`config.mk`:
```
export PLATFORM = sky130hd
export DESIGN_NAME = seq_restoring_divider_flat
export DESIGN_NICKNAME = d
export VERILOG_FILES = /design/src/rtl/seq_restoring_divider_pkg.sv /design/src/rtl/seq_restoring_divider_if.sv /design/src/rtl/seq_restoring_divider_div_step.sv /design/src/rtl/seq_restoring_divider.sv /design/src/flat_wrapper.sv
export SDC_FILE = /design/constraint.sdc
export NUM_CORES = 1
export LEC_CHECK = 0
export CORE_MARGIN = 2
export CORE_UTILIZATION = 30
export DETAILED_ROUTE_END_ITERATION = 8
export GPL_TIMING_DRIVEN = 1
export SYNTH_ARGS = -nofsm -noshare
export SYNTH_HDL_FRONTEND = slang
export SYNTH_HIERARCHICAL = 1
export SYNTH_SLANG_ARGS = --single-unit
export TNS_END_PERCENT = 5
```
`constraint.sdc`:
```
create_clock -name clk -period 2.3 [get_ports clk]
set_clock_uncertainty 0.05 [all_clocks]
set_input_delay 0.23 -clock clk [delete_from_list [all_inputs] [get_ports clk]]
set_output_delay 0.23 -clock clk [all_outputs]
set_load 0.005 [all_outputs]
```
`src/rtl/seq_restoring_divider_pkg.sv`:
```
// Shared definitions for the sequential restoring divider.
// FSM state codes, default widths and the all-ones helper used for the
// divide-by-zero quotient. Optional feature macro: DIV_ZERO_DETECT_EN.
package div_pkg;

  localparam int DEF_DIVIDEND_W = 8;
  localparam int DEF_DIVISOR_W  = 4;
  localparam int CNT_W          = $clog2(DEF_DIVIDEND_W);

  // Two-state controller: waiting for work, or iterating one quotient bit per clock
  localparam logic [0:0] IDLE = 1'b0;
  localparam logic [0:0] RUN  = 1'b1;

  // All-ones value of the requested width (up to 64 bits), e.g. the saturated quotient
  function automatic logic [63:0] ones(input int width);
    if (width >= 64) begin
      ones = '1;
    end else begin
      ones = (64'd1 << width) - 64'd1;
    end
  endfunction

endpackage

```
`src/rtl/seq_restoring_divider_if.sv`:
```
// Handshake and data bundle between a requester and the restoring divider.
// The div_zero flag only exists when DIV_ZERO_DETECT_EN is defined.
interface seq_restoring_divider_if #(
  parameter int DIVIDEND_W = 8,
  parameter int DIVISOR_W  = 4
);

  logic                  start;
  logic [DIVIDEND_W-1:0] dividend;
  logic [DIVISOR_W-1:0]  divisor;
  logic                  busy;
  logic                  done;
  logic [DIVIDEND_W-1:0] quotient;
  logic [DIVISOR_W-1:0]  remainder;
`ifdef DIV_ZERO_DETECT_EN
  logic                  div_zero;
`endif

  modport master (
    output start,
    output dividend,
    output divisor,
    input  busy,
    input  done,
    input  quotient,
`ifdef DIV_ZERO_DETECT_EN
    input  div_zero,
`endif
    input  remainder
  );

  modport slave (
    input  start,
    input  dividend,
    input  divisor,
    output busy,
    output done,
    output quotient,
`ifdef DIV_ZERO_DETECT_EN
    output div_zero,
`endif
    output remainder
  );

endinterface

```
`src/rtl/seq_restoring_divider_div_step.sv`:
```
// One restoring-division iteration: shift the next dividend bit into the
// partial remainder, compare against the divisor and subtract when it fits.
// Purely combinational; the top reuses a single copy every cycle.
module div_step
  import div_pkg::*;
#(
  parameter int DIVISOR_W = 4
) (
  input  logic [DIVISOR_W-1:0] r_in,
  input  logic                 next_bit,
  input  logic [DIVISOR_W-1:0] divisor,
  output logic [DIVISOR_W-1:0] r_out,
  output logic                 qbit
);

  logic [DIVISOR_W:0]   shifted;
  logic [DIVISOR_W-1:0] diff_low;

  // Shift/compare/subtract. After a real subtraction the remainder is below the
  // divisor, so it always fits DIVISOR_W bits. With a zero divisor the top bit
  // is lost, but the next shift would discard it anyway, so the result matches
  // a DIVISOR_W+1 bit partial remainder exactly.
  always_comb begin
    shifted  = {r_in, next_bit};
    qbit     = (shifted >= {1'b0, divisor});
    diff_low = shifted[DIVISOR_W-1:0] - divisor;
    r_out    = qbit ? diff_low : shifted[DIVISOR_W-1:0];
  end

endmodule

```
`src/rtl/seq_restoring_divider.sv`:
```
// Sequential unsigned restoring divider: dividend / divisor, one quotient bit
// per clock, start/busy/done handshake, results held until the next done.
// Optional macro DIV_ZERO_DETECT_EN: a zero divisor finishes one cycle after
// accept with a saturated quotient and the div_zero flag raised.
module seq_restoring_divider
  import div_pkg::*;
#(
  parameter int DIVIDEND_W = 8,
  parameter int DIVISOR_W  = 4
) (
  input logic               clk,
  input logic               rst_n,
  seq_restoring_divider_if.slave bus
);

  localparam int CNT_WIDTH = (DIVIDEND_W > 1) ? $clog2(DIVIDEND_W) : 1;
  localparam logic [CNT_WIDTH-1:0] CNT_LAST = CNT_WIDTH'(DIVIDEND_W - 1);

  logic [0:0]            state;
  logic [CNT_WIDTH-1:0]  counter;
  logic [DIVIDEND_W-1:0] dividend_sr;
  logic [DIVIDEND_W-1:0] quot_sr;
  logic [DIVISOR_W-1:0]  divisor_q;
  logic [DIVISOR_W-1:0]  part_rem;
  logic [DIVISOR_W-1:0]  next_rem;
  logic                  qbit;
  logic                  busy_q;
  logic                  done_q;
  logic [DIVIDEND_W-1:0] quot_q;
  logic [DIVISOR_W-1:0]  rem_q;
`ifdef DIV_ZERO_DETECT_EN
  localparam logic [DIVIDEND_W-1:0] Q_ONES = DIVIDEND_W'(ones(DIVIDEND_W));
  logic                  zero_pending;
  logic                  div_zero_q;
`endif

  div_step #(
    .DIVISOR_W(DIVISOR_W)
  ) u_step (
    .r_in    (part_rem),
    .next_bit(dividend_sr[DIVIDEND_W-1]),
    .divisor (divisor_q),
    .r_out   (next_rem),
    .qbit    (qbit)
  );

  // Controller, iteration counter, working shift registers and held results
  always_ff @(posedge clk or negedge rst_n) begin
    if (!rst_n) begin
      state       <= IDLE;
      counter     <= '0;
      dividend_sr <= '0;
      quot_sr     <= '0;
      divisor_q   <= '0;
      part_rem    <= '0;
      busy_q      <= 1'b0;
      done_q      <= 1'b0;
      quot_q      <= '0;
      rem_q       <= '0;
`ifdef DIV_ZERO_DETECT_EN
      zero_pending <= 1'b0;
      div_zero_q   <= 1'b0;
`endif
    end else begin
      done_q <= 1'b0;
      case (state)
        IDLE: begin
          if (bus.start) begin
            state       <= RUN;
            busy_q      <= 1'b1;
            dividend_sr <= bus.dividend;
            divisor_q   <= bus.divisor;
            part_rem    <= '0;
            quot_sr     <= '0;
            counter     <= CNT_LAST;
`ifdef DIV_ZERO_DETECT_EN
            zero_pending <= (bus.divisor == '0);
            div_zero_q   <= 1'b0;
`endif
          end
        end
        RUN: begin
`ifdef DIV_ZERO_DETECT_EN
          if (zero_pending) begin
            state        <= IDLE;
            busy_q       <= 1'b0;
            done_q       <= 1'b1;
            quot_q       <= Q_ONES;
            rem_q        <= dividend_sr[DIVISOR_W-1:0];
            div_zero_q   <= 1'b1;
            zero_pending <= 1'b0;
          end else begin
`else
          begin
`endif
            part_rem    <= next_rem;
            dividend_sr <= {dividend_sr[DIVIDEND_W-2:0], 1'b0};
            quot_sr     <= {quot_sr[DIVIDEND_W-2:0], qbit};
            counter     <= counter - 1'b1;
            if (counter == '0) begin
              state  <= IDLE;
              busy_q <= 1'b0;
              done_q <= 1'b1;
              quot_q <= {quot_sr[DIVIDEND_W-2:0], qbit};
              rem_q  <= next_rem;
            end
          end
        end
        default: begin
          state  <= IDLE;
          busy_q <= 1'b0;
        end
      endcase
    end
  end

  assign bus.busy      = busy_q;
  assign bus.done      = done_q;
  assign bus.quotient  = quot_q;
  assign bus.remainder = rem_q;
`ifdef DIV_ZERO_DETECT_EN
  assign bus.div_zero  = div_zero_q;
`endif

endmodule

```
`src/flat_wrapper.sv`:
```
// flat-port wrapper written by rule: the top's interface ports become plain ports
module seq_restoring_divider_flat import div_pkg::*;
#(
  parameter int DIVIDEND_W = 8,
  parameter int DIVISOR_W  = 4
)
  (clk, rst_n, bus_start, bus_dividend, bus_divisor, bus_busy, bus_done, bus_quotient, bus_remainder);
  seq_restoring_divider_if #(.DIVIDEND_W(DIVIDEND_W), .DIVISOR_W(DIVISOR_W)) bus_i ();
  input logic clk;
  input logic rst_n;
  input wire logic [$bits(bus_i.start)-1:0] bus_start;
  input wire logic [$bits(bus_i.dividend)-1:0] bus_dividend;
  input wire logic [$bits(bus_i.divisor)-1:0] bus_divisor;
  output wire logic [$bits(bus_i.busy)-1:0] bus_busy;
  output wire logic [$bits(bus_i.done)-1:0] bus_done;
  output wire logic [$bits(bus_i.quotient)-1:0] bus_quotient;
  output wire logic [$bits(bus_i.remainder)-1:0] bus_remainder;
  assign bus_i.start = bus_start;
  assign bus_i.dividend = bus_dividend;
  assign bus_i.divisor = bus_divisor;
  assign bus_busy = bus_i.busy;
  assign bus_done = bus_i.done;
  assign bus_quotient = bus_i.quotient;
  assign bus_remainder = bus_i.remainder;
  seq_restoring_divider #(.DIVIDEND_W(DIVIDEND_W), .DIVISOR_W(DIVISOR_W)) u_core (.clk(clk), .rst_n(rst_n), .bus(bus_i));
endmodule
```
Word level (Yosys, flattened, before mapping)
Cells that the tools add are included.
Widths: inputs -> output; s select.
{"block": "classes", "muxes": 17, "n_reduce_logical": 4, "eq_ne": 2, "order_cmp": 1, "add_sub_neg": 2, "n_bitwise": 1}
{"cell": "$pmux 8 s2", "n": 1}
{"cell": "$pmux 7 s2", "n": 1}
{"cell": "$mux 4", "n": 2}
{"cell": "$mux 8", "n": 1}
{"cell": "$pmux 4 s2", "n": 1}
{"cell": "$mux 7", "n": 1}
{"cell": "$mux 1", "n": 6}
{"cell": "$pmux 3 s2", "n": 1}
{"cell": "$reduce_and 2->1", "n": 3}
{"cell": "$ge 5x4->1", "n": 1}
{"cell": "$ne 2x2->1 const B", "n": 2}
{"cell": "$pmux 1 s2", "n": 2}
{"cell": "$sub 4x4->4", "n": 1}
{"cell": "$logic_not 3->1", "n": 1}
{"cell": "$mux 3", "n": 1}
{"cell": "$sub 3x1->3 const B", "n": 1}
{"cell": "$not 1->1", "n": 1}
{"block": "totals", "output_inout_bits": 14, "ff_bits": 41, "word_cells": 37, "inputBits": 15}

Logic depth before layout (Yosys ltp)
Gate-level depths: netlist of the first run.
{"block": "depth", "word_depth": 3, "ltp_mapped": 8, "depth_no_buf": 8}

Hierarchy
Netlist of the first run, hierarchy kept.
{"module": "seq_restoring_divider", "seq_area_each_um2": 1026.0, "area_each_um2": 1635.3, "cells_per_inst": 128, "n_inst": 1}
{"module": "div_step", "seq_area_each_um2": 0.0, "area_each_um2": 224.0, "cells_per_inst": 28, "n_inst": 1}

Worst setup path after synthesis of the first run
Ideal clock, no wire load.
{"block": "synth_timing", "kind": "reg2reg", "start": "register u_core.part_rem[1]", "end": "register u_core.rem_q[2] (netlist: u_core/bus.remainder[2])", "path_stages_with_launch": 7, "setup_ns": 0.125, "period_less_slack_ns": 1.807, "setup_slack_ns": 0.493, "required_ns": 2.125, "t_arrival_ns": 1.633, "n_path_buf": 0, "cell_sequence": "dfrtp_1 > ha_1 > nand4_1 > nand2_2 > nor2_4 > mux2_4 > mux2_2"}
{"block": "synth_between", "elab_chain_cells": 2, "word_cells_on_any_way": 3, "cone_classes": "add/sub (1); order compare (1); mux (1)"}
{"element": "start, declared", "line": "seq_restoring_divider.sv:24", "source": "logic [DIVISOR_W-1:0] part_rem;"}
{"element": "start signal, assigned", "line": "seq_restoring_divider.sv:96", "source": "part_rem <= next_rem;"}
{"element": "$sub 4x4->4 / $ge 5x4->1 (equally long branches)", "line": "seq_restoring_divider_div_step.sv:26, seq_restoring_divider_div_step.sv:25"}
{"element": "$mux 4 (*)", "line": "seq_restoring_divider_div_step.sv:27", "source": "r_out = qbit ? diff_low : shifted[DIVISOR_W-1:0];"}
{"element": "named net u_core.next_rem[2]", "line": "seq_restoring_divider.sv:25", "source": "logic [DIVISOR_W-1:0] next_rem;"}
{"element": "end signal, assigned", "line": "seq_restoring_divider.sv:105", "source": "rem_q <= next_rem;"}
{"element": "end, declared", "line": "seq_restoring_divider.sv:30", "source": "logic [DIVISOR_W-1:0] rem_q;"}
The timed path passes the listed nets; every way through them passes the cells marked *.
A chain may end at the register's enable or synchronous reset.

Worst setup path after layout of the first run
Ends and elaborated chain as after synthesis.

==> flow_summary.toml, run 1 <==
[outcome]
status = "finished clean"

[synth]
seq_area_frac_synth = 0.5518
syn_nets = 178
syn_inst = 156
synth-warning-count = 6
yosysTopAreaCellShare = 0.5518
yosys.area.top_type = "dfrtp_1"
ys_top_cells_by_area = "dfrtp_1 55%, mux2_2 9.7%, mux2i_1 5.4%"
synth_area_mm2 = 0.001859
synth-seq-cells = 41
syn_area_per_cell_um2 = 11.92
ys_types = 28

[job]
cap_violations = 0

[global_routing]
grt-ovfl-total = 0
grt_max_degree = 34
first_global_vias = 1181
grt_pass1_wl_um = 5637
antenna_found_initial = 0
grt_usage = 0.1111

[final_layout]
nFillCells = 627
final_cell_mix = "41 x dfrtp_1, 27 x clkdlybuf4s50_1, 16 x mux2_2, 13 x o21ai_0, 12 x nand2_1"
final_common_cell = "dfrtp_1"
final_nets = 212
drive_above_1_share = 0.1885
antennaDiodeCount = 0
syn2layout_area_growth_pct = 26.65

[place]
port_buffers = 28
dp_hpwl_um = 2372
routabilityCongestion = 0.7235

[clock_tree]
cts_root_buf = "clkbuf_8"
clk_latency_ns = 0.29
cts_setup_buffers = 0
clock_path_buffers = 2
cts_tree = "yes"
clock-sinks = 41
path_clk_slew_ns = 0.08
post_cts_resized = 0
cts_buffers = 5
htree_levels = 2

[die]
core_area_mm2 = 0.005956
die_y_um = 82.73
start_util = 0.3122
io_pins = 29
die_width_um = 82.73
num_rows = 28
die-area_mm2 = 0.006843

[routing]
drc = 0
drt_iter0_drc = 23
via_per_inst = 4.639
post_drt_wl_per_cell_um = 12.41
ant_nets = 0
dr.pass1.iters = 4
wirelength_um = 3301
vias = 1234

[sta]
maxSlewViolCount = 0
rsz0062_at_grt = "false"
finalCritPeriodShare = 0.8240
fmax_ghz = 0.5277
tns_ns = 0
finalHoldViolCount = 0
slew_headroom = 0.6674
timing.final.crit_period_ns = 1.895
finalSetupViolCount = 0
worst_pin_slew_ns = 0.4970

[power]
p_leak_nw = 1.048
power_density_mw_per_mm2 = 1494
ir_drop_v = 0.0004982
p_total_mw = 3.518

[worst_setup_path]
worst_setup_path_start_kind = "register"
crit_type = "reg2reg"
cp.arrival_ns = 2.03
worstPathRequired_ns = 2.44
crit_path_end_kind = "register"
cp_max_fo = 4

[worst_hold_path]
hold_class = "in2async"
[power breakdown]
part           internal [mW]  switching, mW  leakage, nW
combinational          0.913          0.729        0.495
clock                  0.325          0.258       0.0543
sequential              1.07          0.220        0.499
total                   2.31           1.21         1.05
[path summary, 6_finish.rpt]
check,slack (ns),from,endpoint,depth (start not counted)
worst max-delay path,0.40,u_core/part_rem[1],u_core/bus.remainder[2],6
worst min-delay path,0.35,rst_n,u_core/bus.quotient[7],2
worst max register to register,0.40,u_core/part_rem[1],u_core/bus.remainder[2],6
worst min register to register,0.43,u_core/counter[0],u_core/counter[0],1
max in group asynchronous,1.19,rst_n,u_core/bus.quotient[0],3
min in group clk,0.43,u_core/counter[0],u_core/counter[0],1
[worst max-delay path, stage by stage (launching register included)]
cell,delay [ns]
dfrtp_1,0.40
ha_1,0.36
nand4_1,0.14
nand2_2,0.08
nor2_4,0.18
mux2_4,0.32
mux2_2,0.25
[logic make-up after synthesis]
| group | Yosys count | share of synthesized area |
|---|---|---|
| muxes | 27 | 0.1588 |
| adders and majority gates | 7 | 0.05114 |
| buffers and inverters | 17 | 0.03970 |
| and+or+nand+nor | 36 | 0.09759 |
| xor gates and xnor gates | 2 | 0.009423 |
| AOI/OAI and AO/OA | 26 | 0.09152 |
| DFF | 41 | 0.5518 |
[stage by stage]
stage / setup slack (ns) / hold slack, ns / instance area [um^2] / cells / utilization
6_report: 0.4049 / 0.3522 / 2355 / 266 / 0.3954
5_1_grt: 0.3120 / 0.4095 / 2355 / 266 / 0.3954
4_1_cts: 0.3944 / 0.3661 / 2355 / 266 / 0.3954
3_5_place_dp: 0.4049 / 0.1558 / 2230 / 257 / 0.3744
3_3_place_gp: 0.4368 / 0.1576 / 2230 / 257 / 0.3744
2_1_floorplan: 0.4927 / -0.1156 / 1859 / 156 / -
[routing by layer]
layer	vias up	part of all wire	global-route usage	routed length, um
met2	23	0.46	0.1645	1509
met4	0	0.016	0.04426	54
li1	597	-	-	-
met3	6	0.049	0.03804	163
met1	608	0.48	0.1489	1574
met5	-	0	0	0
[registers in the layout, indices dropped and copies added, names as in the netlist]
signal                flops
u_core/bus.busy           1
u_core/bus.done           1
u_core/bus.quotient       8
u_core/bus.remainder      4
u_core/counter            3
u_core/dividend_sr        8
u_core/divisor_q          4
u_core/part_rem           4
u_core/quot_sr            7
u_core/state              1
[synth_stat cells, drive strengths merged]
cell type  instances
a21oi              5
nand3b             1
nand2             13
and2b              1
o21ai             14
inv               10
xnor2              2
nand4              1
buf                6
ha                 6
fa                 1
mux2i             10
nor3               5
clkbuf             1
nor2               8
mux2              17
a22o               6
nand2b             6
dfrtp             41
nor2b              1
o21bai             1
[timing repair]
action | 4_1_cts | 5_1_grt
hold endpoints to repair | 18 | 0
hold buffers | 1 | 0
endpoints found under the setup margin | 0 | 0
[cell type report]
cell class,instances,area [um^2],area share
flip-flops and latches,41,1026,0.4357
inverters,10,37.54,0.01594
multi-input cells,98,759.5,0.3225
well taps,75,93.84,0.03985
clock inverters,3,46.29,0.01966
clock buffers,5,68.82,0.02922
repair buffers,34,322.8,0.1371
No activity file was read; power rests on OpenSTA's default activity.
==> inputs of run 2 (changes only) <==
==> constraint.sdc (replaced) <==
create_clock -name clk -period 1.53 [get_ports clk]
set_clock_uncertainty 0.05 [all_clocks]
set_input_delay 0.153 -clock clk [delete_from_list [all_inputs] [get_ports clk]]
set_output_delay 0.153 -clock clk [all_outputs]
set_load 0.005 [all_outputs]
==> run 2 against run 1 <==
  * The flow now finishes with violations (negative setup slack)
  * Count of clock-buffer cells in the layout unchanged
  * Highest routed layer unchanged
  * Cell count increased by 7.1%
  * Die area unchanged
  * Non-clock buffer count increased by 19
  * Critical path depth increased by 1
  * Critical endpoint unchanged
  * Worst setup slack got worse by 0.63 ns
  * Power increased by 75%
  * Clock power increased by 75%
  * Global-route usage increased by 0.48 points
  * Wire length increased by 6.2%
  * Via count increased by 5.3%
==> flow_summary.toml, run 2 (same netlist as run 1, synthesis figures left out) <==
[final_layout]
stdcell_count = 285
antennaDiodeCount = 0
fin_util = 0.4378
syn2layout_area_growth_pct = 40.24
postLayoutCellArea_mm2 = 0.002608
final_common_cell = "dfrtp_1"
nFillCells = 575
drive_above_1_share = 0.3190
final_nets = 231
final_cell_mix = "41 x dfrtp_1, 27 x clkdlybuf4s50_1, 22 x buf_4, 16 x mux2_2, 13 x o21ai_0"

[global_routing]
antenna_found_initial = 0
grt_max_degree = 42
grt-ovfl-total = 0
first_global_vias = 1285
grt_pass1_wl_um = 5878
grt_usage = 0.1159

[worst_setup_path]
path_buf_inv = 1
cp_slowest_cell = "dfrtp_1"
path_cells = "inv_2, ha_4, o21ai_4, a21oi_4, nor2_4, mux2_4, mux2_2"
cp_max_fo = 4
crit-reg2reg-launch = "u_core/divisor_q[2]"
cp_top_family = "multiplexers"
cp.arrival_ns = 1.89
worst_setup_path_start_kind = "register"
r2r_cells = 7
regToRegEndpoint = "u_core/bus.remainder[2]"
slowest_delay_ns = 0.40
r2r_setup_slack_ns = -0.22
crit_type = "reg2reg"
worstPathRequired_ns = 1.67
crit_path_end_kind = "register"

[outcome]
violations = "negative setup slack"
status = "finished with violations"

[die]
io_pins = 29
core_area_mm2 = 0.005956
die_y_um = 82.73
num_rows = 28
die-area_mm2 = 0.006843
start_util = 0.3122
die_width_um = 82.73

[sta]
timing.final.crit_period_ns = 1.753
fmax_ghz = 0.5704
setup_slack_ns = -0.2230
maxSlewViolCount = 0
slew_headroom = 0.8465
worst_pin_slew_ns = 0.2239
rsz0062_at_grt = "true"
worst_hold_slack_ns = 0.3012
finalSetupViolCount = 9
finalHoldViolCount = 0
tns_ns = -1.266
finalCritPeriodShare = 1.146

[place]
placedInstanceArea_mm2 = 0.002382
port_buffers = 28
placed_cells = 274
routabilityCongestion = 0.7362
dp_hpwl_um = 2500

[power]
ir_drop_v = 0.0008617
power_density_mw_per_mm2 = 2359
p_leak_nw = 1.162

[routing]
ant_nets = 0
dr.pass1.iters = 4
via_per_inst = 4.558
vias = 1299
post_drt_wl_per_cell_um = 12.30
drt_iter0_drc = 41
wirelength_um = 3506
drc = 0

[job]
cap_violations = 0

[clock_tree]
clock_path_buffers = 2
clock-sinks = 41
cts_root_buf = "clkbuf_8"
htree_levels = 2
cts_buffers = 5
cts_tree = "yes"
clk_latency_ns = 0.29
path_clk_slew_ns = 0.08

[worst_hold_path]
hold_class = "in2async"
[run 2: metal layers]
metal  vias up  GRT usage  wire length, um
met5         -          0                0
met4         0    0.03934               48
met3         6    0.04457              179
met2        21     0.1823             1656
met1       637     0.1461             1622
li1        635          -                -
[run 2: final cells by class]
| cell class | instances | area (um^2) | area share |
|---|---|---|---|
| sequential | 41 | 1026 | 0.3935 |
| clock buffer | 5 | 68.82 | 0.02639 |
| clock inverter | 3 | 65.06 | 0.02495 |
| inverter | 10 | 37.54 | 0.01440 |
| tap | 75 | 93.84 | 0.03599 |
| multi-input combinational | 98 | 834.6 | 0.3201 |
| timing repair buffer | 53 | 481.7 | 0.1847 |
[run 2: worst max path at each step]
stage,cells after the start,to,start,slack (ns)
floorplan,7,u_core/bus.remainder[2],u_core/divisor_q[1],-0.24
global placement,6,u_core/bus.remainder[2],u_core/dividend_sr[7],-0.26
detailed placement,6,u_core/bus.remainder[2],u_core/dividend_sr[7],-0.30
CTS,5,u_core/bus.remainder[2],u_core/divisor_q[0],-0.24
global route,8,u_core/bus.remainder[1],u_core/divisor_q[1],-0.27
finish,7,u_core/bus.remainder[2],u_core/divisor_q[2],-0.22
[run 2: power breakdown]
group | internal, mW | switching, mW | leakage (nW) | total, mW
Clock | 0.648 | 0.375 | 0.0681 | 1.02
Sequential | 1.62 | 0.333 | 0.499 | 1.95
Combinational | 1.89 | 1.29 | 0.596 | 3.18
[run 2: worst register-to-register path, stage by stage, from the launching register on]
cell	delay, ns
dfrtp_1	0.40
inv_2	0.07
ha_4	0.22
o21ai_4	0.15
a21oi_4	0.06
nor2_4	0.14
mux2_4	0.31
mux2_2	0.25
[run 2: timing repair]
item,CTS,global route
pin swaps,5,4
hold buffers,1,0
resized for setup,3,11
endpoints found under the setup margin,10,16
setup buffers,1,1
hold endpoints to repair,41,0
[run 2: stage by stage]
| step | power [mW] | worst slack, ns |
|---|---|---|
| global placement | 4.779 | -0.2636 |
| global route | 6.611 | -0.2739 |
| CTS | 6.018 | -0.2424 |
| finish | 6.151 | -0.2230 |
| floorplan | 3.722 | -0.2425 |
| detailed placement | 4.846 | -0.2973 |
==> inputs of run 3 (changes only) <==
--- a/config.mk
+++ b/config.mk
@@ -11,6 +11,5 @@
 export GPL_TIMING_DRIVEN = 1
 export SYNTH_ARGS = -nofsm -noshare
 export SYNTH_HDL_FRONTEND = slang
-export SYNTH_HIERARCHICAL = 1
 export SYNTH_SLANG_ARGS = --single-unit
 export TNS_END_PERCENT = 5
==> run 3 against run 2 <==
  * The run still ends with negative setup slack left
  * Critical path type unchanged
  * Sequential power is essentially flat
  * Core utilization shrank 2.8 points
  * Worst setup slack gained 0.068 ns
  * Largest power group unchanged
  * Combinational power is essentially flat
  * Die area grew 2.9%
  * Via count grew 13%
  * Wire length grew 15%
==> flow_summary.toml, run 3 <==
[outcome]
status = "finished with violations"
violations = "negative setup slack"

[worst_setup_path]
cp_max_fo = 5
crit_path_end_kind = "register"
worst_setup_path_start_kind = "register"
cp-startpoint = "u_core.divisor_q[2]"
crit_type = "reg2reg"
cp.arrival_ns = 1.81
crit-reg2reg-launch = "u_core.divisor_q[2]"
worstPathRequired_ns = 1.65

[sta]
rsz0062_at_grt = "true"
finalHoldViolCount = 0
maxSlewViolCount = 0
worst_pin_slew_ns = 0.4887
slew_headroom = 0.6742
worst_hold_slack_ns = 0.3044
finalCritPeriodShare = 1.102
timing.final.crit_period_ns = 1.685
setup_slack_ns = -0.1554
fmax_ghz = 0.5933
finalSetupViolCount = 10

[global_routing]
top_usage_layer = "met2"
grt-ovfl-total = 0
use_met3 = 0.02967
grtUsageMet2 = 0.1891
grt_use_met1 = 0.1695
grt_usage = 0.1231
grt_pass1_wl_um = 6913
grt_max_degree = 27
antenna_found_initial = 0
first_global_vias = 1472

[clock_tree]
cts_root_buf = "clkbuf_8"
clk_latency_ns = 0.28
path_clk_slew_ns = 0.08
clock_path_buffers = 2
htree_levels = 2
cts_tree = "yes"
cts_buffers = 5
clock-sinks = 41

[synth]
syn_area_per_cell_um2 = 10.14
synth_area_mm2 = 0.001917
syn_nets = 211
seq_area_frac_synth = 0.5352
ys_top_cells_by_count = "47 x nand2_1, 41 x dfrtp_1, 14 x o21ai_0"
synth-seq-cells = 41
yosysTopAreaCellShare = 0.5352
ys_types = 40
yosys.area.top_type = "dfrtp_1"
synth_edf_count = 0
dominantRegCellSynth = "dfrtp_1"
synth-warning-count = 0
syn_inst = 189
ys_top_cells_by_area = "dfrtp_1 54%, nand2_1 9.2%, mux2i_1 4.2%"
synthArstFlopShare = 1.000
yosysMostFrequentCell = "nand2_1"

[place]
routabilityCongestion = 0.8196
port_buffers = 28
dp_hpwl_um = 2866

[power]
power_density_mw_per_mm2 = 2248
ir_drop_v = 0.0008042
p_total_mw = 5.778
p_leak_nw = 1.156

[die]
die_width_um = 83.94
num_rows = 29
io_pins = 29
die_y_um = 83.94
core_area_mm2 = 0.006277
die-area_mm2 = 0.007045
start_util = 0.3054

[final_layout]
final_common_cell = "nand2_1"
final_nets = 258
final_cell_mix = "47 x nand2_1, 41 x dfrtp_1, 27 x clkdlybuf4s50_1, 18 x buf_4, 14 x o21ai_0"
drive_above_1_share = 0.1949
antennaDiodeCount = 0
nFillCells = 624
seq_area_mm2 = 0.001026
syn2layout_area_growth_pct = 34.07
multi_input_area_um2 = 863.3

[job]
cap_violations = 0

[routing]
via_per_inst = 4.690
ant_nets = 0
drc = 0
wirelength_um = 4021
post_drt_wl_per_cell_um = 12.85
dr.pass1.iters = 4
vias = 1468
drt_iter0_drc = 44

[worst_hold_path]
hold_class = "in2async"
[run 3: cell types whose count changed in the layout (fill, tap and decap cells not counted), moves of 4 or more]
cell | before | now
o31ai_1 | 0 | 4
a22o_1 | 6 | 2
nand2b_1 | 5 | 0
buf_4 | 22 | 18
mux2_2 | 16 | 1
nand2_1 | 12 | 47
[run 3: through the flow]
stage	utilization	area, um^2	setup WS, ns	std cells	setup TNS (ns)
floorplan	-	1932	-0.09389	189	-0.6276
global placement	0.3865	2426	-0.1676	303	-1.382
detailed placement	0.3865	2426	-0.1910	303	-1.424
CTS	0.4086	2565	-0.1607	313	-1.355
global route	0.4094	2570	-0.2374	313	-2.104
finish	0.4094	2570	-0.1554	313	-1.344
[run 3: report_power, final]
part | switching [mW] | total (mW) | internal [mW]
logic | 1.51 | 3.16 | 1.65
clock network | 0.341 | 0.699 | 0.358
registers | 0.320 | 1.92 | 1.60
[run 3: worst max-delay path, stage by stage, from the launching register on]
cell and delay (ns):
dfrtp_1 0.38, inv_2 0.08, ha_4 0.21, or2_4 0.25, a211o_4 0.37, a21oi_2 0.15, o31ai_1 0.09
[run 3: path summary, 6_finish.rpt]
kind	slack [ns]	depth (start not counted)	to
max	-0.16	6	u_core.part_rem[2]
min	0.30	2	u_core.bus.remainder[2]
max reg2reg	-0.16	6	u_core.part_rem[2]
min reg2reg	0.43	2	u_core.bus.quotient[4]
max in group asynchronous	0.63	3	u_core.dividend_sr[0]
min in group clk	0.37	3	u_core.divisor_q[3]
[run 3: final cells by class]
| class | instances | share of cell area |
|---|---|---|
| sequential | 41 | 0.3992 |
| tap | 77 | 0.03749 |
| inverter | 10 | 0.01461 |
| multi-input combinational | 129 | 0.3359 |
| clock buffer | 7 | 0.03359 |
| timing repair buffer | 49 | 0.1792 |
[run 3: logic make-up after synthesis]
kind of cell / count (synthesis) / share of synthesized area
adder cells (fa/ha/maj): 7 / 0.04961
AND/OR/NAND/NOR: 73 / 0.1782
multiplexers: 10 / 0.05353
XOR/XNOR: 2 / 0.009140
AO/OA/AOI/OAI: 37 / 0.1351
buffers and inverters: 19 / 0.03916
flip-flops: 41 / 0.5352
[run 3: what timing repair did]
item	CTS	global route
resized for setup	6	2
hold endpoints to repair	18	0
setup endpoints to repair	10	18
pin swaps	2	0
hold buffers	1	0
buffers inserted	2	0
[run 3: per-layer routing]
metal  vias up  wire length, um
li1        728                -
met1       702             1897
met2        36             1915
met3         2              180
met4         0               27
met5         -                0
